[config.mk]
export PLATFORM = sky130hd
export DESIGN_NAME = simt_scheduler
export DESIGN_NICKNAME = d
export VERILOG_FILES = /design/src/rtl/simt_scheduler.sv
export SDC_FILE = /design/constraint.sdc
export NUM_CORES = 1
export LEC_CHECK = 0
export CELL_PAD_IN_SITES_DETAIL_PLACEMENT = 1
export CELL_PAD_IN_SITES_GLOBAL_PLACEMENT = 1
export CORE_MARGIN = 5
export CORE_UTILIZATION = 45
export CTS_CLUSTER_SIZE = 28
export DETAILED_ROUTE_END_ITERATION = 12
export PLACE_DENSITY = 0.91
export SLEW_MARGIN = 20
export SYNTH_ARGS = -nofsm -noshare
export SYNTH_HDL_FRONTEND = slang
export SYNTH_SLANG_ARGS = --single-unit
[constraint.sdc]
create_clock -name clk -period 11.6 [get_ports clk]
set_input_delay 2.9 -clock clk [delete_from_list [all_inputs] [get_ports clk]]
set_output_delay 2.9 -clock clk [all_outputs]
set_load 0.02 [all_outputs]
[src/rtl/simt_scheduler.sv]
// rtl/simt_scheduler.sv - SIMT block scheduler: per-lane PCs, min-PC selection, divergence/reconvergence
module simt_scheduler #(
  parameter int THREADS_PER_BLOCK = 4,
  parameter int PC_BITS           = 8,
  parameter int TC_BITS           = $clog2(THREADS_PER_BLOCK) + 1
) (
  input  logic                                 clk,
  input  logic                                 reset,
  input  logic                                 start,
  input  logic [TC_BITS-1:0]                   thread_count,
  input  logic                                 decoded_mem_read_enable,
  input  logic                                 decoded_mem_write_enable,
  input  logic                                 decoded_ret,
  input  logic [2:0]                           fetcher_state,
  input  logic [2*THREADS_PER_BLOCK-1:0]       lsu_state,
  input  logic [PC_BITS*THREADS_PER_BLOCK-1:0] next_pc,
  output logic [PC_BITS-1:0]                   current_pc,
  output logic [THREADS_PER_BLOCK-1:0]         active_mask,
  output logic                                 diverged,
  output logic [2:0]                           core_state,
  output logic                                 done
);

  localparam int T = THREADS_PER_BLOCK;

  typedef enum logic [2:0] {
    S_IDLE    = 3'b000,
    S_FETCH   = 3'b001,
    S_DECODE  = 3'b010,
    S_REQUEST = 3'b011,
    S_WAIT    = 3'b100,
    S_EXECUTE = 3'b101,
    S_UPDATE  = 3'b110,
    S_DONE    = 3'b111
  } state_t;

  state_t state, state_next;

  logic [PC_BITS-1:0] thread_pc [T];
  logic [T-1:0]       thread_done;
  logic [T-1:0]       enabled;

  logic [T-1:0]       launch_enabled;
  logic               lsu_busy;
  logic [PC_BITS-1:0] upd_pc [T];
  logic [T-1:0]       upd_done;
  logic [T-1:0]       live_next;
  logic [PC_BITS-1:0] min_pc;
  logic [T-1:0]       min_mask;

  assign core_state = state;

  // Lane i is enabled when i < thread_count; the loop bound caps the count at T.
  always_comb begin
    launch_enabled = '0;
    for (int i = 0; i < T; i++) begin
      launch_enabled[i] = (thread_count > TC_BITS'(i));
    end
  end

  always_comb begin
    lsu_busy = 1'b0;
    for (int i = 0; i < T; i++) begin
      if (active_mask[i] &&
          (lsu_state[2*i +: 2] == 2'b01 || lsu_state[2*i +: 2] == 2'b10)) begin
        lsu_busy = 1'b1;
      end
    end
  end

  // Post-update lane values feed the min-PC search in the same cycle.
  always_comb begin
    upd_done = thread_done;
    for (int i = 0; i < T; i++) begin
      upd_pc[i] = thread_pc[i];
      if (active_mask[i]) begin
        if (decoded_ret) begin
          upd_done[i] = 1'b1;
        end else begin
          upd_pc[i] = next_pc[PC_BITS*i +: PC_BITS];
        end
      end
    end
    live_next = enabled & ~upd_done;
    min_pc = '1;
    for (int i = 0; i < T; i++) begin
      if (live_next[i] && upd_pc[i] < min_pc) begin
        min_pc = upd_pc[i];
      end
    end
    min_mask = '0;
    for (int i = 0; i < T; i++) begin
      min_mask[i] = live_next[i] && (upd_pc[i] == min_pc);
    end
  end

  always_comb begin
    state_next = state;
    case (state)
      S_IDLE:    if (start) state_next = (launch_enabled == '0) ? S_DONE : S_FETCH;
      S_FETCH:   if (fetcher_state == 3'b010) state_next = S_DECODE;
      S_DECODE:  state_next = S_REQUEST;
      S_REQUEST: state_next = S_WAIT;
      S_WAIT: begin
        if (!((decoded_mem_read_enable || decoded_mem_write_enable) && lsu_busy)) begin
          state_next = S_EXECUTE;
        end
      end
      S_EXECUTE: state_next = S_UPDATE;
      S_UPDATE:  state_next = (live_next == '0) ? S_DONE : S_FETCH;
      S_DONE:    if (!start) state_next = S_IDLE;
      default:   state_next = S_IDLE;
    endcase
  end

  always_ff @(posedge clk or posedge reset) begin
    if (reset) begin
      state <= S_IDLE;
    end else begin
      state <= state_next;
    end
  end

  always_ff @(posedge clk or posedge reset) begin
    if (reset) begin
      current_pc  <= '0;
      active_mask <= '0;
      diverged    <= 1'b0;
      done        <= 1'b0;
      thread_done <= '0;
      enabled     <= '0;
      for (int i = 0; i < T; i++) thread_pc[i] <= '0;
    end else begin
      case (state)
        S_IDLE: begin
          if (start) begin
            enabled     <= launch_enabled;
            thread_done <= '0;
            current_pc  <= '0;
            active_mask <= launch_enabled;
            diverged    <= 1'b0;
            done        <= (launch_enabled == '0);
            for (int i = 0; i < T; i++) thread_pc[i] <= '0;
          end
        end
        S_UPDATE: begin
          thread_done <= upd_done;
          for (int i = 0; i < T; i++) thread_pc[i] <= upd_pc[i];
          if (live_next == '0) begin
            done        <= 1'b1;
            active_mask <= '0;
            diverged    <= 1'b0;
          end else begin
            current_pc  <= min_pc;
            active_mask <= min_mask;
            diverged    <= (min_mask != live_next);
          end
        end
        S_DONE: begin
          if (!start) done <= 1'b0;
        end
        default: ;
      endcase
    end
  end

endmodule

==> out/metrics.yaml, run 1 <==
status: "completed"
grt_max_degree: 58
hp-start: "thread_pc[12]$_DFFE_PP0P_"
cts_tree: "built"
ys_types: 75
die_area_mm2: 0.0135
start_util: 0.464
synth_commonest_cells: "81 x nand2_1, 59 x o21ai_0, 57 x dfrtp_1, 46 x nor2_1, 42 x mux2i_1"
cts-buffers-inserted: 9
synth_cells: 614
antenna_cells: 0
syn_nets: 685
track_usage: 0.338
avgRoutedWirePerCell_um: 25.5
synth_ff_type: "dfrtp_1"
seq_area_mm2: 0.00143
yosysMostFrequentCell: "nand2_1"
multi_input_area_mm2: 0.00339
n_fill_cell: 1303
yosysTopAreaCell: "dfrtp_1"
avgSynthCellArea_um2: 8.26
required_ns: 11.86
rsz0062_at_grt: "no"
r2r_slack_ns: 3.16
final.setup_skew_ns: 0.00732
clk_latency_ns: 0.34
timing.rr.end: "active_mask[1]$_DFFE_PP0P_"
drc_errors: 0
maxCapViolations: 0
synthArstFlopShare: 1.00
tns_ns: 0
ys_warn_count: 0
ios: 69
fin_crit_ns: 11.02
fp.dieW_um: 116
area_growth_pct: 29.5
cpMaxStageDelayCell: "or4_1"
drt-pass1-iter-count: 5
clock.fmax_ghz: 0.0907
slew_viol_final: 0
drt_iter0_drc: 598
synth_edf_count: 0
overflow: 0
crit_path_end_kind: "register"
yosys-top-cells-area: "dfrtp_1 28%, mux2i_1 8.3%, nand2_1 6.0%, o21ai_0 5.8%, ha_1 4.7%"
clk_path_buf_depth: 2
vias: 5685
via_per_inst: 6.50
drive_above_1_share: 0.142
cts-resized-gates: 0
hold_depth: 2
setup_viol: 0
cts_root_buf: "clkbuf_16"
nets: 802
slowest_delay_ns: 0.54
fp.dieH_um: 116
startpoint: "decoded_ret"
portBuffers: 68
grt_pass1_wl_um: 34300
relSlewSlack: 0.289
antenna_found_initial: 0
crit_type: "in -> reg"
h-tree-depth: 3
ys_ff_latch: 57
hold_class: "reg -> reg"
start_kind: "input pin"
antenna_left: 0
worst_pin_slew_ns: 1.04
synthesis.area_mm2: 0.00507
cts_setup_buffers: 0
clkTransAtPathRegs_ns: 0.06
min_period_over_period: 0.950
r2r_cells: 29
first_global_vias: 5905
cts_hold_buf: 0
path_common_cell: "nand2_1"
hpwl_um: 17200
worstPathMaxFanout: 10
finalHoldViolCount: 0
core_mm2: 0.0109
synth_top_area_share: 0.281
cts.sinks: 57
r2r-start: "active_mask[1]$_DFFE_PP0P_"
cp.arrival_ns: 11.28
drt-total-wl_um: 22300
gp_congestion: 1.17
min_to: "thread_pc[12]$_DFFE_PP0P_"
rows: 38
synth-seq-area-share: 0.281
cells by family after synthesis:
kind of cell | count (synthesis) | synth area share
XOR/XNOR | 31 | 0.0535
adder cells (fa/ha/maj) | 19 | 0.0469
multiplexers | 52 | 0.111
flip-flops | 57 | 0.281
AO/OA/AOI/OAI | 204 | 0.278
buffers and inverters | 55 | 0.0508
AND/OR/NAND/NOR | 196 | 0.179
layer usage:
layer | track usage | part of all wire | vias to the layer above
met5 | 0 | 0 | -
met4 | 0.166 | 0.050 | 0
met3 | 0.0699 | 0.078 | 89
met2 | 0.557 | 0.47 | 318
met1 | 0.423 | 0.40 | 2776
li1 | - | - | 2502
cell type report:
cell class | count | area share
Sequential cell | 57 | 0.217
Tap cell | 140 | 0.0267
Multi-Input combinational cell | 502 | 0.516
Clock inverter | 2 | 0.00572
Inverter | 29 | 0.0166
Clock buffer | 12 | 0.0406
Timing Repair Buffer | 132 | 0.177
critical path: cells and delay by family:
| family | cells | cell delay [ns] |
|---|---|---|
| AOI/OAI and AO/OA | 13 | 3.28 |
| muxes | 2 | 0.66 |
| and+or+nand+nor | 10 | 2.51 |
| adders and majority gates | 3 | 1.02 |
| buffers and inverters | 3 | 0.89 |
how the worst max path moves through the flow:
stage | endpoint | slack, ns | cells past startpoint
finish | active_mask[1]$_DFFE_PP0P_ | 0.58 | 31
detailed placement | active_mask[1]$_DFFE_PP0P_ | 0.50 | 30
floorplan | active_mask[1]$_DFFE_PP0P_ | 1.48 | 35
CTS | active_mask[1]$_DFFE_PP0P_ | 0.76 | 30
global route | active_mask[1]$_DFFE_PP0P_ | 0.11 | 30
global placement | active_mask[1]$_DFFE_PP0P_ | 0.75 | 30
metrics by stage:
step                      instance area, µm²  cells   util  hold WS, ns  worst slack [ns]
after floorplan                         5070    614      -        0.439              1.48
after global placement                  6260    860  0.573        0.460             0.746
after detailed placement                6260    860  0.573        0.469             0.502
after CTS                               6570    874  0.600        0.487             0.762
after global routing                    6570    874  0.600        0.505             0.112
final                                   6570    874  0.600        0.484             0.576
sequential cells by signal, indices dropped and copies added, names as in the netlist:
| signal | flops |
|---|---|
| thread_pc | 32 |
| enabled | 4 |
| current_pc | 8 |
| thread_done | 4 |
| active_mask | 4 |
| diverged | 1 |
| core_state | 3 |
| done | 1 |
cells in the final DEF, fill, tap and decap left out, types with 6 or more instances in the layout:
cell and n:
dfrtp_1 57, xor2_1 13, and2_1 7, mux2i_1 42
o21ai_0 59, nand4_1 6, nor2_1 45, nand3_1 10
inv_1 28, a21o_1 13, xnor2_1 18, a211oi_1 8
clkdlybuf4s50_1 68, o211ai_1 11, buf_4 64, clkbuf_16 9
a21oi_1 30, o21ai_1 7, ha_1 19, nor2b_1 7
mux2_2 6, a22o_1 8, nor3_1 11, nor4_1 7
nand2_1 81
Power of run 1 is not shown: default switching activity piles up to over one toggle a cycle in this logic, so the estimate is an artifact.
==> run 2, diff against run 1 <==
==> config.mk (replaced) <==
export PLATFORM = sky130hd
export DESIGN_NAME = simt_scheduler
export DESIGN_NICKNAME = d
export VERILOG_FILES = /design/src/rtl/simt_scheduler.sv
export SDC_FILE = /design/constraint.sdc
export NUM_CORES = 1
export LEC_CHECK = 0
export CORE_MARGIN = 5
export CORE_UTILIZATION = 61
export CTS_CLUSTER_SIZE = 28
export DETAILED_ROUTE_END_ITERATION = 12
export PLACE_DENSITY = 0.92
export SLEW_MARGIN = 20
export SYNTH_ARGS = -nofsm -noshare
export SYNTH_HDL_FRONTEND = slang
export SYNTH_SLANG_ARGS = --single-unit
==> run 2 against run 1 <==
- non-clock buffer count is 22 lower
- first-iteration DRC count is 21% higher
- cell area is 4.6% lower
- die area is 24% lower
- count of clock-buffer cells in the layout stayed put
- worst setup slack worse by 0.11 ns
- register-to-register slack worse by 0.09 ns
- wire length is 14% lower
- sequential cell count stayed put
- via count is 0.39% higher
- critical endpoint is now active_mask[2]$_DFFE_PP0P_
==> out/metrics.yaml, run 2 (synthesized netlist as in run 1, its figures left out) <==
status: "completed"
setup_viol: 0  # unchanged
startpoint: "decoded_ret"
area_growth_pct: 23.5
die_area_mm2: 0.0102  # -24%
layout_common_cells: "81 x nand2_1, 68 x clkdlybuf4s50_1, 59 x o21ai_0"
dp_slack_ns: 0.385  # -0.117 ns
rows: 33  # -13%
drt_iter0_drc: 726  # +21%
ios: 69  # unchanged
antenna_found_initial: 0  # unchanged
drc_errors: 0  # unchanged
relSlewSlack: 0.195  # -0.0939
placed_area_mm2: 0.00606  # -3.1%
avgRoutedWirePerCell_um: 23.4  # -8.2%
start_util: 0.620  # +0.157
slowest_delay_ns: 0.58  # +0.04 ns
worst_pin_slew_ns: 1.21  # +0.168 ns
cts_root_buf: "clkbuf_8"
hold_class: "reg -> reg"
start_kind: "input pin"
path_common_cell: "ha_1"
portBuffers: 68  # unchanged
vias: 5707  # +0.39%
grt_max_degree: 58  # unchanged
grt_pass1_wl_um: 29900  # -13%
crit_path_end_kind: "register"
nets: 780  # -2.7%
clk_path_buf_depth: 2  # unchanged
regMostFlops: "thread_pc"
drt-total-wl_um: 19100  # -14%
first_global_vias: 5708  # -3.3%
rsz0062_at_grt: "no"
clkTransAtPathRegs_ns: 0.07  # about the same
clk_latency_ns: 0.35  # about the same
drive_above_1_share: 0.116  # -0.0253
gp_congestion: 1.24  # +5.9%
worstPathMaxFanout: 22  # +12
n_fill_cell: 580  # -55%
hpwl_um: 14500  # -16%
maxCapViolations: 0  # unchanged
cts-buffers-inserted: 9  # unchanged
antenna_cells: 0  # unchanged
antenna_left: 0  # unchanged
required_ns: 11.89  # +0.03 ns
via_per_inst: 6.98  # +7.3%
fp.dieW_um: 101  # -13%
track_usage: 0.377  # +0.0393
cp.arrival_ns: 11.42  # +0.14 ns
reg_top3: "thread_pc (32), current_pc (8)"
drt-pass1-iter-count: 6  # +1
largest_reg_flops: 32  # unchanged
cts_tree: "built"
clock.fmax_ghz: 0.0898  # -0.98%
hp-start: "thread_pc[10]$_DFFE_PP0P_"
crit_type: "in -> reg"
core_mm2: 0.00818  # -25%
fp.dieH_um: 101  # -13%
r2r-start: "active_mask[1]$_DFFE_PP0P_"
min_period_over_period: 0.960  # +0.00940
cpMaxStageDelayCell: "clkdlybuf4s50_1"
cts.sinks: 57  # unchanged
slew_viol_final: 0  # unchanged
fin_area_mm2: 0.00626  # -4.6%
final.setup_skew_ns: 0.0108  # +0.00353 ns
overflow: 0  # unchanged
h-tree-depth: 3  # unchanged
finalHoldViolCount: 0  # unchanged
finalWorstSetupSlack_ns: 0.467  # -0.109 ns
fin_crit_ns: 11.13  # +0.109 ns
final_common_cell: "nand2_1"
tns_ns: 0  # unchanged
-- run 2: what timing repair did --
action	CTS	global route
buffers inserted	0	0
setup endpoints to repair	0	3
hold buffers	0	0
endpoints found under the hold margin	0	0
resized for setup	0	1
-- run 2: routing by layer --
metal / vias to the layer above / wire [µm] / GRT usage
li1: 2456 / - / -
met5: - / 0 / 0
met3: 121 / 2290 / 0.118
met2: 463 / 8750 / 0.601
met4: 0 / 1200 / 0.197
met1: 2667 / 6880 / 0.459
-- run 2: stage by stage --
| step | cells | utilization | hold slack (ns) |
|---|---|---|---|
| after global placement | 803 | 0.742 | 0.455 |
| after CTS | 818 | 0.766 | 0.484 |
| after detailed placement | 803 | 0.742 | 0.470 |
| after floorplan | 614 | - | 0.439 |
| after global routing | 818 | 0.766 | 0.503 |
| final | 818 | 0.766 | 0.485 |
-- run 2: final cells by class --
class / instances / area [µm²] / area share
Clock buffer: 12 / 155 / 0.0248
Clock inverter: 3 / 40.0 / 0.00639
Inverter: 29 / 109 / 0.0174
Multi-Input combinational cell: 502 / 3390 / 0.542
Sequential cell: 57 / 1430 / 0.228
Tap cell: 105 / 131 / 0.0210
Timing Repair Buffer: 110 / 1010 / 0.161
-- run 2: worst paths after layout --
path                                              end  slack (ns)  cells past startpoint
max                        active_mask[2]$_DFFE_PP0P_        0.47                     32
min                         thread_pc[10]$_DFFE_PP0P_        0.49                      2
max reg2reg                active_mask[2]$_DFFE_PP0P_        3.07                     30
min reg2reg                 thread_pc[10]$_DFFE_PP0P_        0.49                      2
max in group asynchronous    thread_pc[3]$_DFFE_PP0P_        8.03                      3
min in group asynchronous   thread_pc[25]$_DFFE_PP0P_        3.07                      3
-- run 2: worst max-delay path, delay by kind of cell --
kind                     cells  cell delay [ns]
AO/OA/AOI/OAI               12             3.15
XOR/XNOR                     1             0.14
adder cells (fa/ha/maj)      3             0.93
buffers and inverters        5             1.21
multiplexers                 2             0.77
AND/OR/NAND/NOR              9             2.30
Power of run 2 is left out for the same reason.
==> run 3, diff against run 2 <==
--- a/config.mk
+++ b/config.mk
@@ -9,8 +9,10 @@
 export CORE_UTILIZATION = 61
 export CTS_CLUSTER_SIZE = 28
 export DETAILED_ROUTE_END_ITERATION = 12
+export HOLD_SLACK_MARGIN = 0.02
 export PLACE_DENSITY = 0.92
-export SLEW_MARGIN = 20
+export RECOVER_POWER = 50
+export SLEW_MARGIN = 25
 export SYNTH_ARGS = -nofsm -noshare
 export SYNTH_HDL_FRONTEND = slang
 export SYNTH_SLANG_ARGS = --single-unit
==> run 3 against run 2 <==
- the flow now finishes with violations (max-capacitance violations, max-slew violations)
- utilization is essentially flat
- fmax barely moved
- die area unchanged
- final cell count unchanged
- worst setup slack worse by 0.010 ns
- cell area barely moved
- register-to-register slack improved by 0.02 ns
- sequential share of layout area is essentially flat
==> out/metrics.yaml, run 3 (synthesized netlist as in run 1, its figures left out) <==
tns_ns: 0  # unchanged
hpwl_um: 14500  # unchanged
cts_root_buf: "clkbuf_8"
drt-total-wl_um: 19100  # -0.21%
cts_tree: "built"
min_period_over_period: 0.961  # about the same
placed_area_mm2: 0.00606  # unchanged
cpMaxStageDelayCell: "clkdlybuf4s50_1"
drt-pass1-iter-count: 7  # +1
final.setup_skew_ns: 0.0105  # -0.000321 ns
fp.dieW_um: 101  # unchanged
cp.arrival_ns: 11.43  # about the same
drt_iter0_drc: 676  # -6.9%
worstPathMaxFanout: 22  # unchanged
track_usage: 0.377  # unchanged
clk_latency_ns: 0.35  # about the same
overflow: 0  # unchanged
grt_pass1_wl_um: 29900  # unchanged
grt_max_degree: 58  # unchanged
largest_reg_flops: 32  # unchanged
layout_common_cells: "81 x nand2_1, 63 x clkdlybuf4s50_1, 59 x o21ai_0"
clk_path_buf_depth: 2  # unchanged
slowest_delay_ns: 0.59  # about the same
first_global_vias: 5708  # unchanged
clkTransAtPathRegs_ns: 0.07  # about the same
top_layer_used: "met4"
start_kind: "input pin"
slew_viol_final: 58  # +58
via_per_inst: 6.94  # -0.46%
ios: 69  # unchanged
avgRoutedWirePerCell_um: 23.3  # -0.21%
wl_met2_um: 8690  # -0.67%
core_mm2: 0.00818  # unchanged
reg_top3: "thread_pc (32), current_pc (8)"
drc_errors: 0  # unchanged
h-tree-depth: 3  # unchanged
crit_type: "in -> reg"
relSlewSlack: -1.07  # -1.27
cts-buffers-inserted: 9  # unchanged
rsz0062_at_grt: "no"
rows: 33  # unchanged
fin_area_mm2: 0.00626  # about the same
crit_path_end_kind: "register"
die_area_mm2: 0.0102  # unchanged
maxCapViolations: 1  # +1
setup_viol: 0  # unchanged
start_util: 0.620  # unchanged
final_common_cell: "nand2_1"
violations: "max-capacitance violations, max-slew violations"
cts.sinks: 57  # unchanged
finalHoldViolCount: 0  # unchanged
m1WireLength_um: 6880  # about the same
fin_hold_ws_ns: 0.484  # -0.00130 ns
nets: 780  # unchanged
dp_slack_ns: 0.385  # unchanged
drive_above_1_share: 0.115  # -0.00140
finalWorstSetupSlack_ns: 0.457  # -0.0101 ns
gp_congestion: 1.24  # unchanged
path_common_cell: "ha_1"
vias: 5681  # -0.46%
worst_pin_slew_ns: 3.11  # +1.90 ns
antenna_left: 0  # unchanged
antenna_found_initial: 0  # unchanged
wl_met3_um: 2290  # +0.13%
clock.fmax_ghz: 0.0897  # about the same
status: "complete, but fails checks"
fin_crit_ns: 11.14  # +0.0101 ns
required_ns: 11.89  # about the same
area_growth_pct: 23.5  # about the same
regMostFlops: "thread_pc"
hold_class: "reg -> reg"
portBuffers: 68  # unchanged
fp.dieH_um: 101  # unchanged
antenna_cells: 0  # unchanged
run 3: cell types whose count changed in the layout (fill, tap and decap cells not counted):
cell             previous run  this run
buf_4                      41        40
clkbuf_1                    1         2
clkdlybuf4s50_1            68        63
clkinv_1                    0         1
dlygate4sd3_1               0         5
inv_2                       1         0
nor2b_1                     7         6
nor2b_2                     1         2
run 3: critical path, delay by kind of cell:
kind                       cells  cell delay [ns]
AOI/OAI and AO/OA             13             3.51
adders and majority gates      3             0.81
and+or+nand+nor                7             2.12
buffers and inverters          3             0.96
xor gates and xnor gates       1             0.14
muxes                          3             0.92
run 3: area by class of cell:
cell class,count,area (µm²)
clock inverter,3,40.0
timing repair buffer,110,1000
clock buffer,12,155
fill,580,1910
multi-input combinational,502,3400
inverter,29,109
tap,105,131
sequential,57,1430
run 3: worst paths after layout:
path                                             from                          to  slack [ns]  cells after the start
max                                       decoded_ret  active_mask[2]$_DFFE_PP0P_        0.46                     30
min                         thread_pc[19]$_DFFE_PP0P_   thread_pc[19]$_DFFE_PP0P_        0.48                      2
max reg2reg                active_mask[1]$_DFFE_PP0P_  active_mask[2]$_DFFE_PP0P_        3.09                     28
min reg2reg                 thread_pc[19]$_DFFE_PP0P_   thread_pc[19]$_DFFE_PP0P_        0.48                      2
max in group asynchronous                       reset    thread_pc[3]$_DFFE_PP0P_        5.66                      3
min in group asynchronous                       reset   thread_pc[25]$_DFFE_PP0P_        4.18                      3
run 3: metrics by stage:
step | util | cells
floorplan | - | 614
CTS | 0.766 | 818
global placement | 0.742 | 803
global route | 0.766 | 818
detailed placement | 0.742 | 803
finish | 0.766 | 818
run 3: routing by layer:
metal  up-vias  track usage
li1       2451            -
met3       122        0.118
met2       444        0.601
met1      2664        0.459
met4         0        0.197
met5         -            0
run 3: timing repair:
item / 4_1_cts / 5_1_grt
buffers inserted: 0 / 0
hold buffers: 0 / 0
setup endpoints to repair: 0 / 3
gates resized for setup: 0 / 1
Power of run 3 is left out for the same reason.
